===== config.mk =====
export PLATFORM = sky130hd
export DESIGN_NAME = shf_d4c3_unshift
export DESIGN_NICKNAME = d
export VERILOG_FILES = /design/src/rtl/shf_d4c3_unshift_pkg.sv /design/src/rtl/shf_d4c3_unshift_step.sv /design/src/rtl/shf_d4c3_unshift.sv
export SDC_FILE = /design/constraint.sdc
export NUM_CORES = 1
export LEC_CHECK = 0
export BUFFER_PORTS_ARGS = -buffer_cell sky130_fd_sc_hd__buf_2
export CAP_MARGIN = 10
export CORE_ASPECT_RATIO = 1.1
export CORE_MARGIN = 8
export CORE_UTILIZATION = 48
export CTS_CLUSTER_SIZE = 30
export DETAILED_ROUTE_END_ITERATION = 10
export PLACE_DENSITY_LB_ADDON = 0.1
export REMOVE_ABC_BUFFERS = 1
export SLEW_MARGIN = 20
export SYNTH_ARGS = -nofsm -noshare
export SYNTH_HDL_FRONTEND = slang
export SYNTH_HIERARCHICAL = 1
export SYNTH_SLANG_ARGS = --single-unit

===== constraint.sdc =====
create_clock -name clk -period 2.05 [get_ports clk]
set_input_delay 0.41 -clock clk [delete_from_list [all_inputs] [get_ports clk]]
set_output_delay 0.41 -clock clk [all_outputs]
set_load 0.05 [all_outputs]

===== src/rtl/shf_d4c3_unshift_pkg.sv =====
// Shared op codes, FSM encoding and op-decode helpers for the iterative un-shifter.
package shf_pkg;

    localparam int unsigned OP_W  = 3;
    localparam int unsigned CNT_W = 2;

    localparam logic [OP_W-1:0] OP_PASS = 3'b000;
    localparam logic [OP_W-1:0] OP_SHL1 = 3'b001;
    localparam logic [OP_W-1:0] OP_SHL2 = 3'b010;
    localparam logic [OP_W-1:0] OP_SHR1 = 3'b011;
    localparam logic [OP_W-1:0] OP_SHR2 = 3'b100;
    localparam logic [OP_W-1:0] OP_SAR1 = 3'b101;
    localparam logic [OP_W-1:0] OP_ROL1 = 3'b110;
    localparam logic [OP_W-1:0] OP_ROR1 = 3'b111;

    typedef enum logic [1:0] {
        ST_IDLE = 2'd0,
        ST_RUN  = 2'd1,
        ST_DONE = 2'd2
    } state_t;

    // Number of single-bit inverse steps needed for an op.
    function automatic logic [CNT_W-1:0] op_count(input logic [OP_W-1:0] s);
        case (s)
            OP_PASS:          return CNT_W'(0);
            OP_SHL2, OP_SHR2: return CNT_W'(2);
            default:          return CNT_W'(1);
        endcase
    endfunction

    function automatic logic op_lossy(input logic [OP_W-1:0] s);
        case (s)
            OP_SHL1, OP_SHL2, OP_SHR1, OP_SHR2, OP_SAR1: return 1'b1;
            default:                                     return 1'b0;
        endcase
    endfunction

    // Inverse of a right-going op (or ror) steps left.
    function automatic logic op_step_left(input logic [OP_W-1:0] s);
        case (s)
            OP_SHR1, OP_SHR2, OP_SAR1, OP_ROR1: return 1'b1;
            default:                            return 1'b0;
        endcase
    endfunction

    function automatic logic op_step_rot(input logic [OP_W-1:0] s);
        return (s == OP_ROL1) || (s == OP_ROR1);
    endfunction

endpackage


===== src/rtl/shf_d4c3_unshift_step.sv =====
// Combinational single-bit inverse step: shift or rotate one position left/right.
module shf_unshift_step #(
    parameter int unsigned WIDTH = 4
) (
    input  logic [WIDTH-1:0] word,
    input  logic             left,
    input  logic             rot,
    output logic [WIDTH-1:0] next_word_c
);

    assign next_word_c = left ? {word[WIDTH-2:0], rot & word[WIDTH-1]}
                              : {rot & word[0], word[WIDTH-1:1]};

endmodule


===== src/rtl/shf_d4c3_unshift.sv =====
// Iterative inverse of the 4-bit/3-op shifter, one bit per clock, valid/ready on both sides.
// Optional consistency check on the incoming image is enabled by SHF_INV_CHECK_EN.
module shf_d4c3_unshift
    import shf_pkg::*;
#(
    parameter int unsigned WIDTH = 4
) (
    input  logic             clk,
    input  logic             rst_n,
    input  logic             in_valid,
    output logic             in_ready,
    input  logic [WIDTH-1:0] y,
    input  logic [OP_W-1:0]  s,
    output logic             out_valid,
    input  logic             out_ready,
    output logic [WIDTH-1:0] d_out,
    output logic             lossy,
    output logic             err
);

    state_t            state;
    logic [OP_W-1:0]   op;
    logic [CNT_W-1:0]  cnt;
    logic [WIDTH-1:0]  step_c;
    logic              chk_err_c;
    logic              accept_c;

    assign in_ready  = (state == ST_IDLE) || ((state == ST_DONE) && out_ready);
    assign out_valid = (state == ST_DONE);
    assign accept_c  = in_valid && in_ready;

`ifdef SHF_INV_CHECK_EN
    // Flags images no forward shift could have produced (vacated bits must be zero/sign).
    always_comb begin
        chk_err_c = 1'b0;
        case (s)
            OP_SHL1: chk_err_c = y[0];
            OP_SHL2: chk_err_c = |y[1:0];
            OP_SHR1: chk_err_c = y[WIDTH-1];
            OP_SHR2: chk_err_c = |y[WIDTH-1:WIDTH-2];
            OP_SAR1: chk_err_c = y[WIDTH-1] ^ y[WIDTH-2];
            default: chk_err_c = 1'b0;
        endcase
    end
`else
    assign chk_err_c = 1'b0;
`endif

    shf_unshift_step #(.WIDTH(WIDTH)) u_step (
        .word        (d_out),
        .left        (op_step_left(op)),
        .rot         (op_step_rot(op)),
        .next_word_c (step_c)
    );

    // d_out doubles as the work register; it is only advertised in DONE.
    always_ff @(posedge clk or negedge rst_n) begin
        if (!rst_n) begin
            state <= ST_IDLE;
            op    <= OP_PASS;
            cnt   <= '0;
            d_out <= '0;
            lossy <= 1'b0;
            err   <= 1'b0;
        end else if (accept_c) begin
            d_out <= y;
            op    <= s;
            cnt   <= op_count(s);
            lossy <= op_lossy(s);
            err   <= chk_err_c;
            state <= (op_count(s) != '0) ? ST_RUN : ST_DONE;
        end else if ((state == ST_DONE) && out_ready) begin
            state <= ST_IDLE;
        end else if (state == ST_RUN) begin
            d_out <= step_c;
            cnt   <= cnt - CNT_W'(1);
            if (cnt == CNT_W'(1)) begin
                state <= ST_DONE;
            end
        end
    end

endmodule


[After elaboration in Yosys (flattened, before gate mapping)]
Index checks and enable logic that the tools add are counted.
Word-level totals
  register bits after elaboration: 12
  output and inout port bits: 8
  logic and storage cells: 53
Cells by class
  bitwise gates (word level): 2
  equality and inequality tests: 14
  add/sub/neg operators: 1
  multiplexer cells: 16
  reduce and logical (&&, ||, !) cells: 15
Operators with widths (number)
  $eq A3 B3 Y1 const B: 6
  $mux W2: 9
  $mux W4: 4
  $eq A3 B2 Y1 const B: 3
  $reduce_bool A3 Y1: 2
  $reduce_or A5 Y1: 1
  $eq A2 B1 Y1 const B: 2
  $pmux W2 S2: 1
  $reduce_and A2 Y1: 2
  $reduce_bool A2 Y1: 2
  $reduce_or A4 Y1: 1
  $eq A3 B1 Y1 const B: 1
  $logic_not A3 Y1: 1
  $and A1 B1 Y1: 2
  $eq A2 B2 Y1 const B: 1
  $logic_and A1 B1 Y1: 2
  $logic_not A2 Y1: 1
  $logic_or A1 B1 Y1: 2
  $mux W1: 2
  $ne A2 B2 Y1 const B: 1
  $reduce_or A2 Y1: 1
  $sub A2 B1 Y2 const B: 1

[Longest topological paths before layout]
Gate-level depths: netlist (run 1).
  depth after elaboration: 8
  gate-level depth with buffers: 5
  depth with buffers taken out: 5

[Modules after synthesis]
The synthesis (run 1) kept the hierarchy.
Modules (own cells, without submodules)
  shf_d4c3_unshift: cells an instance 53, area an instance 665.6 µm², times used 1
  shf_unshift_step: cells an instance 8, area an instance 48.8 µm², times used 1

[Least setup slack after synthesis (run 1)]
No wires, ideal clock.
  kind: reg-to-reg
  from: register op[1]
  to: register d_out[1]
  clock period less this slack: 1604 ps
  stages on the path, launching flop included: 5
  setup slack: 446 ps
  setup time: 125 ps
  arrival time: 1479 ps
  cells stage by stage: dfrtp_1 mux2_2 mux2_2 mux2_4 mux2_4
Between the ends
  word-level cells in the longest chain between the ends: 7
  elaborated cells between the ends (all ways): 10
Ends and longest elaborated chain
  start: declaration: line shf_d4c3_unshift.sv:22  | logic [OP_W-1:0] op;
  start signal: assignment: line shf_d4c3_unshift.sv:67  | op <= s;
  $eq A3 B3 Y1 or $eq A3 B2 Y1 (tied branches): line shf_d4c3_unshift_pkg.sv:40  | case (s)
  $reduce_or A4 Y1 *: line shf_d4c3_unshift_pkg.sv:40
  $mux W1 *: line shf_d4c3_unshift_pkg.sv:40
  $mux W4 *: line shf_d4c3_unshift_step.sv:11  | assign next_word_c = left ? {word[WIDTH-2:0], rot & word[WIDTH-1]}
  named net step_c[1]: line shf_d4c3_unshift.sv:24  | logic [WIDTH-1:0] step_c;
  $mux W4 *: line shf_d4c3_unshift.sv:74  | end else if (state == ST_RUN) begin
  $mux W4 *: line shf_d4c3_unshift.sv:72  | end else if ((state == ST_DONE) && out_ready) begin
  $mux W4 *: line shf_d4c3_unshift.sv:65  | end else if (accept_c) begin
  end signal: assignment: line shf_d4c3_unshift.sv:66  | d_out <= y;
  end signal: assignment: line shf_d4c3_unshift.sv:75  | d_out <= step_c;
  end: declaration: line shf_d4c3_unshift.sv:16  | output logic [WIDTH-1:0] d_out,
The timed path passes the listed nets; every way through them passes the cells marked *. The select of a mux whose other input is x is not followed.
A chain may end at the register's enable or synchronous reset.

[Worst setup path in the final report (run 1)]
  from: register state[1]
  to: output in_ready
Between the ends
  word-level cells in the longest chain between the ends: 3
  elaborated cells between the ends (all ways): 4
Ends and longest elaborated chain
  start: declaration: line shf_d4c3_unshift.sv:21  | state_t state;
  start signal: assignment: line shf_d4c3_unshift.sv:71  | state <= (op_count(s) != '0) ? ST_RUN : ST_DONE;
  $eq A2 B2 Y1: line shf_d4c3_unshift.sv:28  | assign in_ready = (state == ST_IDLE) || ((state == ST_DONE) && out_ready);
  $logic_and A1 B1 Y1: line shf_d4c3_unshift.sv:28
  $logic_or A1 B1 Y1 *: line shf_d4c3_unshift.sv:28
  end: declaration: line shf_d4c3_unshift.sv:11  | output logic in_ready,
Every way passes the cells marked *; elsewhere a longest branch is shown, timed or not.

==> results.json, run 1 <==
{
  "worstHoldEndpoint": "cnt[1]",
  "n_fill_cell": 125,
  "outcome": "completed",
  "syn_area_um2": 714,
  "synth-main-ff-cell": "dfrtp_1",
  "post-route-min-period_ps": 1720,
  "fp.dieArea_um2": 2980,
  "finalSetupTns_ps": 0,
  "worstHoldStart": "s[0]",
  "crit_path_start_kind": "register",
  "report.final.slew_viol_count": 0,
  "drt_iter0_markers": 3,
  "core_area_um2": 1380,
  "die_h_um": 56.5,
  "end_kind": "output port",
  "avgRoutedWirePerCell_um": 13.8,
  "clk_pin_slew_worst_paths_ps": 80,
  "post-place-ws_ps": 403,
  "required_ps": 1640,
  "r2r_slack_ps": 390,
  "grt_pass1_vias": 540,
  "skew_ps": 1.83,
  "fin_crit_sh": 0.839,
  "dp_hpwl_um": 1060,
  "grt_overflow": 0,
  "antenna_found_initial": 0,
  "start_util": 0.516,
  "final_util": 0.615,
  "synthTopCellsByArea": "dfrtp_1, mux2_4, mux2_2",
  "r2r-end": "d_out[1]",
  "postSynthAreaPerCell_um2": 11.7,
  "cap_violations": 0,
  "vias": 508,
  "fin_nets": 95,
  "grt_first_pass_wirelength_um": 2380,
  "grt_use_total": 0.104,
  "synth.most_common_cell": "dfrtp_1",
  "holdPathStages": 2,
  "vdd_drop_max_mv": 0.946,
  "cp_max_fo": 4,
  "num_rows": 14,
  "cts_setup_buffers": 0,
  "yosysWarnings": 6,
  "ios": 19,
  "gp_congestion": 0.745,
  "grt_max_degree": 13,
  "yosysUniqueCellTypes": 22,
  "syn_to_final_growth_pct": 19.1,
  "clock-sinks": 12,
  "yosys_register_bits": 12,
  "critPathArrivalTime_ps": 1310,
  "rr_worst_depth": 4,
  "yosysTopAreaCell": "dfrtp_1",
  "yosysSeqAreaShare": 0.420,
  "setup_viol": 0,
  "crit_chain": "or2b_1, and2b_1, buf_2",
  "finalWorstSetupSlack_ps": 331,
  "port_buffers": 17,
  "syn-instance-count": 61,
  "cp_slowest_cell": "dfrtp_1",
  "n_antenna_cell": 0,
  "async_flop_share": 1.00,
  "hold_viol_final": 0,
  "ant_nets": 0,
  "power_density_nw_per_um2": 1840,
  "numCtsBuffers": 3,
  "synthTopCellsByCount": "dfrtp_1, mux2_2, mux2_4",
  "yosys.area.top_type_share": 0.420,
  "routed_wirelength_um": 1350,
  "rsz0062_at_grt": "false",
  "die-width_um": 52.8,
  "crit_start": "state[1]",
  "synth_edf_count": 0,
  "drc": 0,
  "fmax_mhz": 582,
  "cts_resized": 0,
  "hp-class": "in -> reg",
  "critPathKind": "reg -> out",
  "ctsRootBufferMaster": "clkbuf_4",
  "drive_gt1_frac": 0.476,
  "cts_tree": "yes",
  "vias_per_cell": 5.18,
  "timing.rr.start": "op[1]",
  "cts_max_path_buffers": 2,
  "p_leak_nw": 0.433,
  "clkLatencyLatePin_ps": 280,
  "drtPass1Iterations": 3,
  "cts_htree_levels": 1,
  "cp_slowest_stage_delay_ps": 380
}
power breakdown:
group	switching, W	leakage [nW]	internal (W)	total (W)
Combinational	0.000483	0.270	0.000430	0.000913
Sequential	0.0000934	0.142	0.000360	0.000453
Clock	0.0000884	0.0210	0.000108	0.000196
Total	0.000665	0.433	0.000898	0.00156
layer usage:
metal  wire length [um]  track usage  share of wire  vias to the layer above
li1                   -            -              -                      248
met1                596        0.120           0.44                      241
met2                602        0.153           0.44                       15
met3                124       0.0395          0.092                        4
met4                 30       0.0667          0.022                        0
met5                  0            0              0                        -
cells in the final DEF, fill, tap and decap left out:
cell type,synthesis,final
clkbuf_4,0,3
conb_1,1,1
nand2_1,4,4
xor2_1,2,2
ha_1,1,1
o21ai_0,4,4
o2bb2ai_1,1,1
nor3_1,1,1
and2_1,1,1
mux2i_1,1,1
mux2_4,8,8
nor2_1,1,1
nor2b_1,1,1
clkbuf_8,0,1
buf_4,1,2
and2b_1,2,2
or2b_1,1,1
buf_2,0,17
inv_1,3,3
nand2b_1,1,1
a21oi_1,3,3
mux2_2,8,8
nand3_1,2,2
dlygate4sd3_1,0,1
dfrtp_1,12,12
worst max-delay path, delay by kind of cell (launching register included):
kind / cells / cell delay [ps]
and+or+nand+nor: 2 / 450
DFF: 1 / 380
buffers and inverters: 1 / 210
timing repair:
action / CTS / global route
endpoints found under the hold margin: 12 / 0
hold buffers: 1 / 0
setup endpoints to repair: 0 / 0
state kept, by name (all words and copies together) (netlist names):
signal / cells
lossy: 1
op: 3
cnt: 2
d_out: 4
state: 2
metrics by stage:
step,instances,instance area [um2],hold WS (ps),power [W]
floorplan,58,684,114,0.00120
CTS,98,851,332,0.00158
finish,98,851,337,0.00156
detailed placement,93,805,303,0.00138
global route,98,851,330,0.00168
global placement,93,805,305,0.00137
logic make-up (layout without fill, tap and decap cells):
group	after synthesis	count (layout)	synth area share
AO/OA/AOI/OAI	8	8	0.0613
XOR/XNOR	2	2	0.0245
adder cells (fa/ha/maj)	1	1	0.0175
buffers and inverters	6	27	0.0578
flip-flops	12	12	0.420
multiplexers	17	17	0.308
other	1	1	0.00525
AND/OR/NAND/NOR	14	14	0.105
worst max-delay path by stage:
| stage | end | slack, ps | depth (start not counted) |
|---|---|---|---|
| 2_1_floorplan | d_out[1] | 450 | 4 |
| 3_3_place_gp | d_out[2] | 420 | 4 |
| 3_5_place_dp | d_out[1] | 400 | 4 |
| 4_1_cts | in_ready | 320 | 3 |
| 5_1_grt | in_ready | 240 | 3 |
| 6_report | in_ready | 330 | 3 |
final cells by class:
type                    instances  area (um2)  share of cell area
clock buffers                   4        36.3              0.0426
repair buffers                 20         110               0.129
inverters                       3        11.3              0.0132
flip-flops and latches         12         300               0.353
well taps                      16        20.0              0.0235
multi-input cells              43         373               0.438
Power figures use the tool's default switching activity.
==> run 2: changes to the inputs <==
- CORE_UTILIZATION: 48 -> 45
- clock period: 2.05 -> 1.4 ns (I/O delays scaled with it)
==> run 2 against run 1 <==
Against the previous run: the run now ends with setup timing left; die area up 4.7%; first-iteration DRC count is 33% higher; final area increased by 10%; register-to-register slack worse by 630 ps; clock-buffer cell count unchanged; non-clock buffer count up 6; hold slack got worse by 110 ps; wire length up 10%.
==> results.json, run 2 (same netlist as run 1, synthesis figures left out) <==
{
  "outcome": "finished with violations",
  "violations": "setup timing",
  "p_leak_nw": 0.489,
  "finalPower_w": 0.00249,
  "fp.dieArea_um2": 3120,
  "fmax_mhz": 610,
  "finalWorstSetupSlack_ps": -238,
  "instances_no_fill": 105,
  "seqCellArea_um2": 300,
  "port_buffers": 17,
  "final_cell_mix": "buf_2, dfrtp_1, mux2_4",
  "power_density_nw_per_um2": 2660,
  "cap_violations": 0,
  "critPathKind": "reg -> reg",
  "clock-sinks": 12,
  "gp_congestion": 0.674,
  "skew_ps": 1.08,
  "start_util": 0.470,
  "die_h_um": 57.8,
  "grt_pass1_vias": 563,
  "p_clk_frac": 0.112,
  "dpl.cell_count": 97,
  "post-route-min-period_ps": 1640,
  "rsz0062_at_grt": "true",
  "routed_wirelength_um": 1490,
  "holdPathStages": 2,
  "drtPass1Iterations": 4,
  "cts_htree_levels": 1,
  "crit_path_start_kind": "register",
  "grt_first_pass_wirelength_um": 2540,
  "fin_crit_sh": 1.17,
  "num_rows": 15,
  "ctsRootBufferMaster": "clkbuf_4",
  "mostFrequentLayoutCell": "buf_2",
  "vias": 534,
  "grt_use_total": 0.110,
  "final_util": 0.617,
  "switching_share": 0.411,
  "n_antenna_cell": 0,
  "end_kind": "register",
  "drc": 0,
  "antenna_found_initial": 0,
  "cp_max_fo": 6,
  "cts_tree": "yes",
  "hp-class": "in -> reg",
  "timing.hold.ws_ps": 225,
  "p_switching_w": 0.00102,
  "seqPwrFrac": 0.266,
  "drive_gt1_frac": 0.523,
  "core_area_um2": 1520,
  "setup_viol": 5,
  "grt_overflow": 0,
  "vdd_drop_max_mv": 1.36,
  "ios": 19,
  "power.share.combinational": 0.622,
  "multi_input_area_um2": 392,
  "syn_to_final_growth_pct": 31.3,
  "drt_iter0_markers": 4,
  "hold_viol_final": 0,
  "vias_per_cell": 5.09,
  "numCtsBuffers": 3,
  "grt_max_degree": 13,
  "top_register": "d_out",
  "critPathArrivalTime_ps": 1810,
  "clkLatencyLatePin_ps": 280,
  "p_int_w": 0.00147,
  "die-width_um": 54.0,
  "report.final.slew_viol_count": 0,
  "top_regs": "d_out (4), op (3)",
  "required_ps": 1570,
  "largest_register_ffs": 4,
  "cts_max_path_buffers": 2,
  "n_fill_cell": 138,
  "fin_nets": 101,
  "rr_worst_depth": 4,
  "dp_hpwl_um": 1140,
  "ant_nets": 0,
  "avgRoutedWirePerCell_um": 14.2,
  "clk_pin_slew_worst_paths_ps": 80,
  "finalSetupTns_ps": -809
}
[run 2: power by group through the flow]
stage                     registers (W)  logic (W)  clock network (W)
final                          0.000662    0.00155           0.000279
after global routing           0.000694    0.00167           0.000304
after CTS                      0.000664    0.00151           0.000290
after detailed placement       0.000667    0.00144                  0
after global placement         0.000666    0.00142                  0
after floorplan                0.000885   0.000868                  0
[run 2: layout make-up]
| type | instances | share of cell area |
|---|---|---|
| tap | 17 | 0.0227 |
| timing repair buffer | 26 | 0.189 |
| multi-input combinational | 43 | 0.417 |
| inverter | 3 | 0.0120 |
| sequential | 12 | 0.320 |
| clock buffer | 4 | 0.0387 |
[run 2: layer usage]
metal | track usage | wire length, um
met1 | 0.124 | 645
met2 | 0.172 | 703
met3 | 0.0358 | 102
met4 | 0.0634 | 37
met5 | 0 | 0
[run 2: path summary, 6_finish.rpt]
kind	startpoint	end	slack, ps
max in group asynchronous	rst_n	op[0]	770
hold / removal	s[0]	cnt[1]	220
setup / recovery	op[1]	d_out[2]	-240
min in group asynchronous	rst_n	state[1]	410
setup reg to reg	op[1]	d_out[2]	-240
hold reg to reg	lossy	lossy	510
[run 2: repair_timing]
action	CTS	global route
resized for setup	3	5
endpoints found under the setup margin	5	9
hold endpoints to repair	12	0
setup buffers	2	1
hold buffers	1	0
[run 2: worst max-delay path, stage by stage, from the launching register on]
cell	delay (ps)
dfrtp_1	400
mux2_4	340
mux2_2	270
mux2_4	270
mux2_4	250
[run 2: stage by stage]
| stage | setup slack [ps] | area (um2) |
|---|---|---|
| detailed placement | -247 | 841 |
| global placement | -214 | 841 |
| floorplan | -204 | 684 |
| finish | -238 | 938 |
| CTS | -248 | 912 |
| global route | -299 | 938 |
